`src/rtl/cpu_controller_if.sv`:
```
// Control bundle between cpu_controller and the decoder/datapath/memory side.
// master = controller (consumes opcode/op, drives every control strobe); slave = the rest of the CPU.
interface cpu_controller_if;
  logic [2:0] opcode;
  logic [1:0] op;
  logic [2:0] nsel;
  logic [1:0] vsel;
  logic       loada;
  logic       loadb;
  logic       loadc;
  logic       loads;
  logic       asel;
  logic       bsel;
  logic       write;
  logic       load_ir;
  logic       load_pc;
  logic       reset_pc;
  logic       addr_sel;
  logic       load_addr;
  logic [1:0] mem_cmd;
  logic       halted;

  modport master (
    input  opcode, op,
    output nsel, vsel, loada, loadb, loadc, loads, asel, bsel, write,
           load_ir, load_pc, reset_pc, addr_sel, load_addr, mem_cmd, halted
  );

  modport slave (
    output opcode, op,
    input  nsel, vsel, loada, loadb, loadc, loads, asel, bsel, write,
           load_ir, load_pc, reset_pc, addr_sel, load_addr, mem_cmd, halted
  );
endinterface

```
`src/rtl/cpu_controller.sv`:
```
// Multi-cycle Moore control FSM for the 16-bit CPU: fetch, PC update, operand read, execute, write-back.
// Define CPU_MEM_INSTR_EN to add the LDR (011_00) / STR (100_00) memory instructions.
module cpu_controller (
  input  logic              clk,
  input  logic              rst_n,
  cpu_controller_if.master  bus
);

  typedef enum logic [4:0] {
    S_RST,
    S_IF1,
    S_IF2,
    S_UPD,
    S_DEC,
    S_WIMM,
    S_GETA,
    S_GETB,
    S_EXEC,
    S_WREG,
`ifdef CPU_MEM_INSTR_EN
    S_ADDR,
    S_LADR,
    S_LMEM,
    S_LWB,
    S_STGD,
    S_STPS,
    S_STM,
`endif
    S_HALT
  } state_t;

  state_t     r_state;
  state_t     w_next;
  logic [4:0] w_enc;

  logic [2:0] w_nsel;
  logic [1:0] w_vsel;
  logic       w_loada;
  logic       w_loadb;
  logic       w_loadc;
  logic       w_loads;
  logic       w_asel;
  logic       w_bsel;
  logic       w_write;
  logic       w_load_ir;
  logic       w_load_pc;
  logic       w_reset_pc;
  logic       w_addr_sel;
  logic       w_load_addr;
  logic [1:0] w_mem_cmd;
  logic       w_halted;

  assign w_enc = {bus.opcode, bus.op};

  always_ff @(posedge clk or negedge rst_n) begin
    if (!rst_n) begin
      r_state <= S_RST;
    end else begin
      r_state <= w_next;
    end
  end

  always_comb begin
    w_next      = r_state;
    w_nsel      = 3'b000;
    w_vsel      = 2'b00;
    w_loada     = 1'b0;
    w_loadb     = 1'b0;
    w_loadc     = 1'b0;
    w_loads     = 1'b0;
    w_asel      = 1'b0;
    w_bsel      = 1'b0;
    w_write     = 1'b0;
    w_load_ir   = 1'b0;
    w_load_pc   = 1'b0;
    w_reset_pc  = 1'b0;
    w_addr_sel  = 1'b0;
    w_load_addr = 1'b0;
    w_mem_cmd   = 2'b00;
    w_halted    = 1'b0;

    case (r_state)
      S_RST: begin
        w_reset_pc = 1'b1;
        w_load_pc  = 1'b1;
        w_next     = S_IF1;
      end
      S_IF1: begin
        w_addr_sel = 1'b1;
        w_mem_cmd  = 2'b01;
        w_next     = S_IF2;
      end
      S_IF2: begin
        w_addr_sel = 1'b1;
        w_mem_cmd  = 2'b01;
        w_load_ir  = 1'b1;
        w_next     = S_UPD;
      end
      S_UPD: begin
        w_load_pc = 1'b1;
        w_next    = S_DEC;
      end
      S_DEC: begin
        // Unknown encodings park the CPU in HALT rather than guessing.
        case (w_enc)
          5'b11010:                   w_next = S_WIMM;
          5'b11000, 5'b10111:         w_next = S_GETB;
          5'b10100, 5'b10101, 5'b10110: w_next = S_GETA;
`ifdef CPU_MEM_INSTR_EN
          5'b01100, 5'b10000:         w_next = S_GETA;
`endif
          default:                    w_next = S_HALT;
        endcase
      end
      S_WIMM: begin
        w_nsel  = 3'b001;
        w_vsel  = 2'b10;
        w_write = 1'b1;
        w_next  = S_IF1;
      end
      S_GETA: begin
        w_nsel  = 3'b001;
        w_loada = 1'b1;
        w_next  = S_GETB;
`ifdef CPU_MEM_INSTR_EN
        if (w_enc == 5'b01100 || w_enc == 5'b10000) begin
          w_next = S_ADDR;
        end
`endif
      end
      S_GETB: begin
        w_nsel  = 3'b100;
        w_loadb = 1'b1;
        w_next  = S_EXEC;
      end
      S_EXEC: begin
        // opcode/op are held by the IR until the next IF2, so EXEC can qualify on them.
        w_next = S_WREG;
        case (w_enc)
          5'b11000, 5'b10111: begin
            w_asel  = 1'b1;
            w_loadc = 1'b1;
          end
          5'b10100, 5'b10110: begin
            w_loadc = 1'b1;
          end
          5'b10101: begin
            w_loads = 1'b1;
            w_next  = S_IF1;
          end
          default: ;
        endcase
      end
      S_WREG: begin
        w_nsel  = 3'b010;
        w_write = 1'b1;
        w_next  = S_IF1;
      end
`ifdef CPU_MEM_INSTR_EN
      S_ADDR: begin
        w_bsel  = 1'b1;
        w_loadc = 1'b1;
        w_next  = S_LADR;
      end
      S_LADR: begin
        w_load_addr = 1'b1;
        w_next      = (w_enc == 5'b01100) ? S_LMEM : S_STGD;
      end
      S_LMEM: begin
        w_mem_cmd = 2'b01;
        w_next    = S_LWB;
      end
      S_LWB: begin
        w_mem_cmd = 2'b01;
        w_nsel    = 3'b010;
        w_vsel    = 2'b01;
        w_write   = 1'b1;
        w_next    = S_IF1;
      end
      S_STGD: begin
        w_nsel  = 3'b010;
        w_loadb = 1'b1;
        w_next  = S_STPS;
      end
      S_STPS: begin
        w_asel  = 1'b1;
        w_loadc = 1'b1;
        w_next  = S_STM;
      end
      S_STM: begin
        w_mem_cmd = 2'b10;
        w_next    = S_IF1;
      end
`endif
      S_HALT: begin
        w_halted = 1'b1;
        w_next   = S_HALT;
      end
      default: w_next = S_RST;
    endcase
  end

  // Held reset blanks every strobe, including the RST-state PC strobes.
  assign bus.nsel      = rst_n ? w_nsel      : 3'b000;
  assign bus.vsel      = rst_n ? w_vsel      : 2'b00;
  assign bus.loada     = rst_n & w_loada;
  assign bus.loadb     = rst_n & w_loadb;
  assign bus.loadc     = rst_n & w_loadc;
  assign bus.loads     = rst_n & w_loads;
  assign bus.asel      = rst_n & w_asel;
  assign bus.bsel      = rst_n & w_bsel;
  assign bus.write     = rst_n & w_write;
  assign bus.load_ir   = rst_n & w_load_ir;
  assign bus.load_pc   = rst_n & w_load_pc;
  assign bus.reset_pc  = rst_n & w_reset_pc;
  assign bus.addr_sel  = rst_n & w_addr_sel;
  assign bus.load_addr = rst_n & w_load_addr;
  assign bus.mem_cmd   = rst_n ? w_mem_cmd   : 2'b00;
  assign bus.halted    = rst_n & w_halted;

endmodule
```
`src/flat_wrapper.sv`:
```
// flat-port wrapper written by rule: the top's interface ports become plain ports
module cpu_controller_flat 
  (clk, rst_n, bus_opcode, bus_op, bus_nsel, bus_vsel, bus_loada, bus_loadb, bus_loadc, bus_loads, bus_asel, bus_bsel, bus_write, bus_load_ir, bus_load_pc, bus_reset_pc, bus_addr_sel, bus_load_addr, bus_mem_cmd, bus_halted);
  cpu_controller_if bus_i ();
  input  logic clk;
  input  logic rst_n;
  input wire logic [$bits(bus_i.opcode)-1:0] bus_opcode;
  input wire logic [$bits(bus_i.op)-1:0] bus_op;
  output wire logic [$bits(bus_i.nsel)-1:0] bus_nsel;
  output wire logic [$bits(bus_i.vsel)-1:0] bus_vsel;
  output wire logic [$bits(bus_i.loada)-1:0] bus_loada;
  output wire logic [$bits(bus_i.loadb)-1:0] bus_loadb;
  output wire logic [$bits(bus_i.loadc)-1:0] bus_loadc;
  output wire logic [$bits(bus_i.loads)-1:0] bus_loads;
  output wire logic [$bits(bus_i.asel)-1:0] bus_asel;
  output wire logic [$bits(bus_i.bsel)-1:0] bus_bsel;
  output wire logic [$bits(bus_i.write)-1:0] bus_write;
  output wire logic [$bits(bus_i.load_ir)-1:0] bus_load_ir;
  output wire logic [$bits(bus_i.load_pc)-1:0] bus_load_pc;
  output wire logic [$bits(bus_i.reset_pc)-1:0] bus_reset_pc;
  output wire logic [$bits(bus_i.addr_sel)-1:0] bus_addr_sel;
  output wire logic [$bits(bus_i.load_addr)-1:0] bus_load_addr;
  output wire logic [$bits(bus_i.mem_cmd)-1:0] bus_mem_cmd;
  output wire logic [$bits(bus_i.halted)-1:0] bus_halted;
  assign bus_i.opcode = bus_opcode;
  assign bus_i.op = bus_op;
  assign bus_nsel = bus_i.nsel;
  assign bus_vsel = bus_i.vsel;
  assign bus_loada = bus_i.loada;
  assign bus_loadb = bus_i.loadb;
  assign bus_loadc = bus_i.loadc;
  assign bus_loads = bus_i.loads;
  assign bus_asel = bus_i.asel;
  assign bus_bsel = bus_i.bsel;
  assign bus_write = bus_i.write;
  assign bus_load_ir = bus_i.load_ir;
  assign bus_load_pc = bus_i.load_pc;
  assign bus_reset_pc = bus_i.reset_pc;
  assign bus_addr_sel = bus_i.addr_sel;
  assign bus_load_addr = bus_i.load_addr;
  assign bus_mem_cmd = bus_i.mem_cmd;
  assign bus_halted = bus_i.halted;
  cpu_controller u_core (.clk(clk), .rst_n(rst_n), .bus(bus_i));
endmodule
```
`config.mk`:
```
export PLATFORM = sky130hd
export DESIGN_NAME = cpu_controller_flat
export DESIGN_NICKNAME = d
export VERILOG_FILES = /design/src/rtl/cpu_controller_if.sv /design/src/rtl/cpu_controller.sv /design/src/flat_wrapper.sv
export SDC_FILE = /design/constraint.sdc
export NUM_CORES = 1
export LEC_CHECK = 0
export ABC_AREA = 1
export ABC_CLOCK_PERIOD_IN_PS = 3600
export CORE_AREA = 2 2 39 41
export CTS_CLUSTER_DIAMETER = 60
export CTS_CLUSTER_SIZE = 24
export DETAILED_ROUTE_END_ITERATION = 8
export DIE_AREA = 0 0 41 43
export HOLD_SLACK_MARGIN = 0.08
export PLACE_DENSITY = 0.9
export REMOVE_ABC_BUFFERS = 1
export SLEW_MARGIN = 40
export SYNTH_ARGS = -nofsm -noshare
export SYNTH_HDL_FRONTEND = slang
export SYNTH_SLANG_ARGS = --single-unit
```
`constraint.sdc`:
```
create_clock -name clk -period 3.6 [get_ports clk]
set_clock_uncertainty 0.05 [all_clocks]
set_input_delay 0.72 -clock clk [delete_from_list [all_inputs] [get_ports clk]]
set_output_delay 0.72 -clock clk [all_outputs]
set_load 0.02 [all_outputs]
```
==> run summary <==
Maximum vdd drop: 0.218 mV
Hold buffer count at cts: 0
Final hold vios: 0
Vias in the first global route: 568
Sink Count: 4
Sequential area share after synthesis: 18.4%
Initial Util: 39.3%
Worst path required time: 2.83 ns
CTS root buf: clkbuf_4
Average routed wire per standard cell: 9.15 um
Core area: 1380 sq um
Slew Viols, Final: 0
Period minus WS final: 3.13 ns
Drt first-iter violations: 15
Mapped Cells: 98
Unique masters post-synth: 19
CTS tree: built
Final ANT Viol Nets: 0
Die height: 43 um
Top Ports: 27
Compound-cell area share of the yosys netlist: 8.05%
Hold depth: 3
Nets@finish: 131
Hold Path Origin: u_core.r_state[0]
Clk Latency, worst-skew pair: 0.23 ns
NetSw: 205 uW
Buf/Inv on CP: 4
Status: completed
Clock share of power: 12.9%
Crit path kind: input port to primary output
Crit path cell chain: clkdlybuf4s50_1 -> inv_2 -> nor2_2 -> nand3_1 -> nand3_1 -> nand2_1 -> inv_1 -> clkdlybuf4s50_1
Critical path startpoint category: input port
XOR/XNOR Fraction of Synth Area: 0%
Met1 Usage GRT: 16.6%
Max-cap violations: 0
Final setup fails: 0
Grt total ovfl: 0
Reg2reg setup slack: 2.47 ns
DP HPWL: 1.12 mm
Switching Share: 48.7%
Largest register FFs: 4
Routed WL: 1.26 mm
FMAX: 320 MHz
FF/Latch Area: 100 sq um
Max incr delay on CP: 0.59 ns
Power Total: 422 uW
Biggest register: u_core.r_state
R2R depth: 5
Largest family of logic cells by synthesized area: simple AND/OR/NAND/NOR gates
Pint: 216 uW
CTS Buf Count: 3
Slowest CP cell: clkdlybuf4s50_1
Via Count: 636
Port Buffers: 22
Global Route Usage Sum: 17.1%
Quantity of gates resized following cts: 0
Cell area power density: 535 nW/um^2
Largest net degree at the start of global routing: 10
Yosys reg bits: 4
Hold Path Class: register to register
Setup Buffers After CTS: 0
Hold Path Sink: u_core.r_state[1]
DRC Markers: 0
Synthesized area: 544 sq um
Die W: 41 um
YS warnings: 0
Drt pass-1 iters: 4
Layout cells sized above 1: 19.7%
TNS Setup: 0 ns
Unrepaired setup endpoints after global routing: false
CTS H-tree lvls: 1
Initial antenna violation count: 0
Vias per cell: 4.61
Final period utilization: 86.9%
CP delay by family, top: buffers and inverters
# diodes: 0
Seq pwr share: 20.8%
Worst R2R End: u_core.r_state[1]
Global Route met3 Usage: 1.57%
Synth Area in Adders: 0%
Max clock buf depth: 2
Gr busiest metal: met2
Most frequent cells in the layout: nand2_1, clkdlybuf4s50_1, nor2_1
Combinational share of power: 66.3%
Row count: 14
Crit path DAT: 2.36 ns
First-pass GRT wire length: 2.08 mm
M2 GR Usage: 32.5%
Crit path capture type: primary output
Mux cell area share after synthesis: 0%
Multi-input gate area: 358 sq um
Fillers: 142
Worst-path clk slew: 0.04 ns
Leading cell type in the layout, fill and taps excluded: nand2_1
P&R area growth vs syn: 44.8%
GPL Wtd Cong: 0.844
Die ar.: 1760 sq um
P_leak: 0.000394 uW
RR Startpoint: u_core.r_state[1]
Avg Inst Size Synth: 5.55 sq um
Crit Path Max Fanout: 3
Post-Synth Simple-Gate Area: 54.9%
Top Registers: u_core.r_state x4
-- final cells by class --
cell class / count / area share (%)
clock buffer: 3 / 2.86
tap: 16 / 2.54
inverter: 16 / 7.62
sequential: 4 / 12.7
multi-input combinational: 76 / 45.4
timing repair buffer: 23 / 28.9
-- through the flow --
stage | instances | area, sq um | utilization [%] | setup slack [ns] | hold slack (ns)
2_1_floorplan | 96 | 518 | - | 1.54 | 0.374
3_3_place_gp | 135 | 766 | 55.3 | 0.511 | 0.643
3_5_place_dp | 135 | 766 | 55.3 | 0.458 | 0.656
4_1_cts | 138 | 788 | 57.0 | 0.455 | 0.661
5_1_grt | 138 | 788 | 57.0 | 0.364 | 0.694
6_report | 138 | 788 | 57.0 | 0.472 | 0.665
-- per-layer routing --
layer / wire length (um) / part of all wire, %
met1: 469 / 37
met2: 746 / 59
met3: 47 / 3.7
met4: 0 / 0
met5: 0 / 0
-- worst max-delay path by stage --
| stage | start | cells past startpoint | endpoint | slack [ns] |
|---|---|---|---|---|
| 6_report | bus_opcode[1] | 8 | bus_loadc | 0.47 |
| 3_5_place_dp | bus_opcode[1] | 8 | bus_loadc | 0.46 |
| 3_3_place_gp | bus_opcode[1] | 8 | bus_loadc | 0.51 |
| 4_1_cts | bus_opcode[1] | 8 | bus_loadc | 0.46 |
| 5_1_grt | bus_opcode[1] | 8 | bus_loadc | 0.36 |
| 2_1_floorplan | rst_n | 2 | bus_addr_sel | 1.54 |
-- Yosys cell counts --
| cell type | number | area [sq um] |
|---|---|---|
| a21oi_1 | 4 | 20.0 |
| a21oi_2 | 1 | 8.76 |
| buf_4 | 5 | 37.5 |
| clkinv_1 | 1 | 3.75 |
| conb_1 | 1 | 3.75 |
| dfrtp_1 | 4 | 100 |
| inv_1 | 10 | 37.5 |
| inv_2 | 5 | 18.8 |
| nand2_1 | 26 | 97.6 |
| nand2_2 | 1 | 6.26 |
| nand2_4 | 1 | 11.3 |
| nand3_1 | 6 | 30.0 |
| nand3_2 | 1 | 10.0 |
| nor2_1 | 18 | 67.6 |
| nor2_2 | 9 | 56.3 |
| nor2_4 | 1 | 11.3 |
| o21ai_0 | 2 | 10.0 |
| o21ai_1 | 1 | 5.00 |
| or2_4 | 1 | 8.76 |
-- worst min-delay path, cell delays in order, from the launching register on --
cell     delay [ns]
dfrtp_1        0.41
nor2_2         0.08
o21ai_0        0.09
nand3_2        0.08
-- power groups by stage --
stage / Sequential, uW / Clock (uW) / Combinational (uW)
floorplan: 83.7 / 0 / 193
global placement: 85.6 / 0 / 274
detailed placement: 87.7 / 0 / 280
CTS: 87.1 / 56.0 / 281
global route: 89.5 / 59.0 / 312
finish: 87.6 / 54.5 / 279
-- kinds of logic (layout without fill, tap and decap cells) --
family / count (synthesis) / count (layout)
and+or+nand+nor: 64 / 64
buffers and inverters: 21 / 42
AOI/OAI and AO/OA: 8 / 8
DFF: 4 / 4
other: 1 / 4
(Power assumes the default switching activity.)
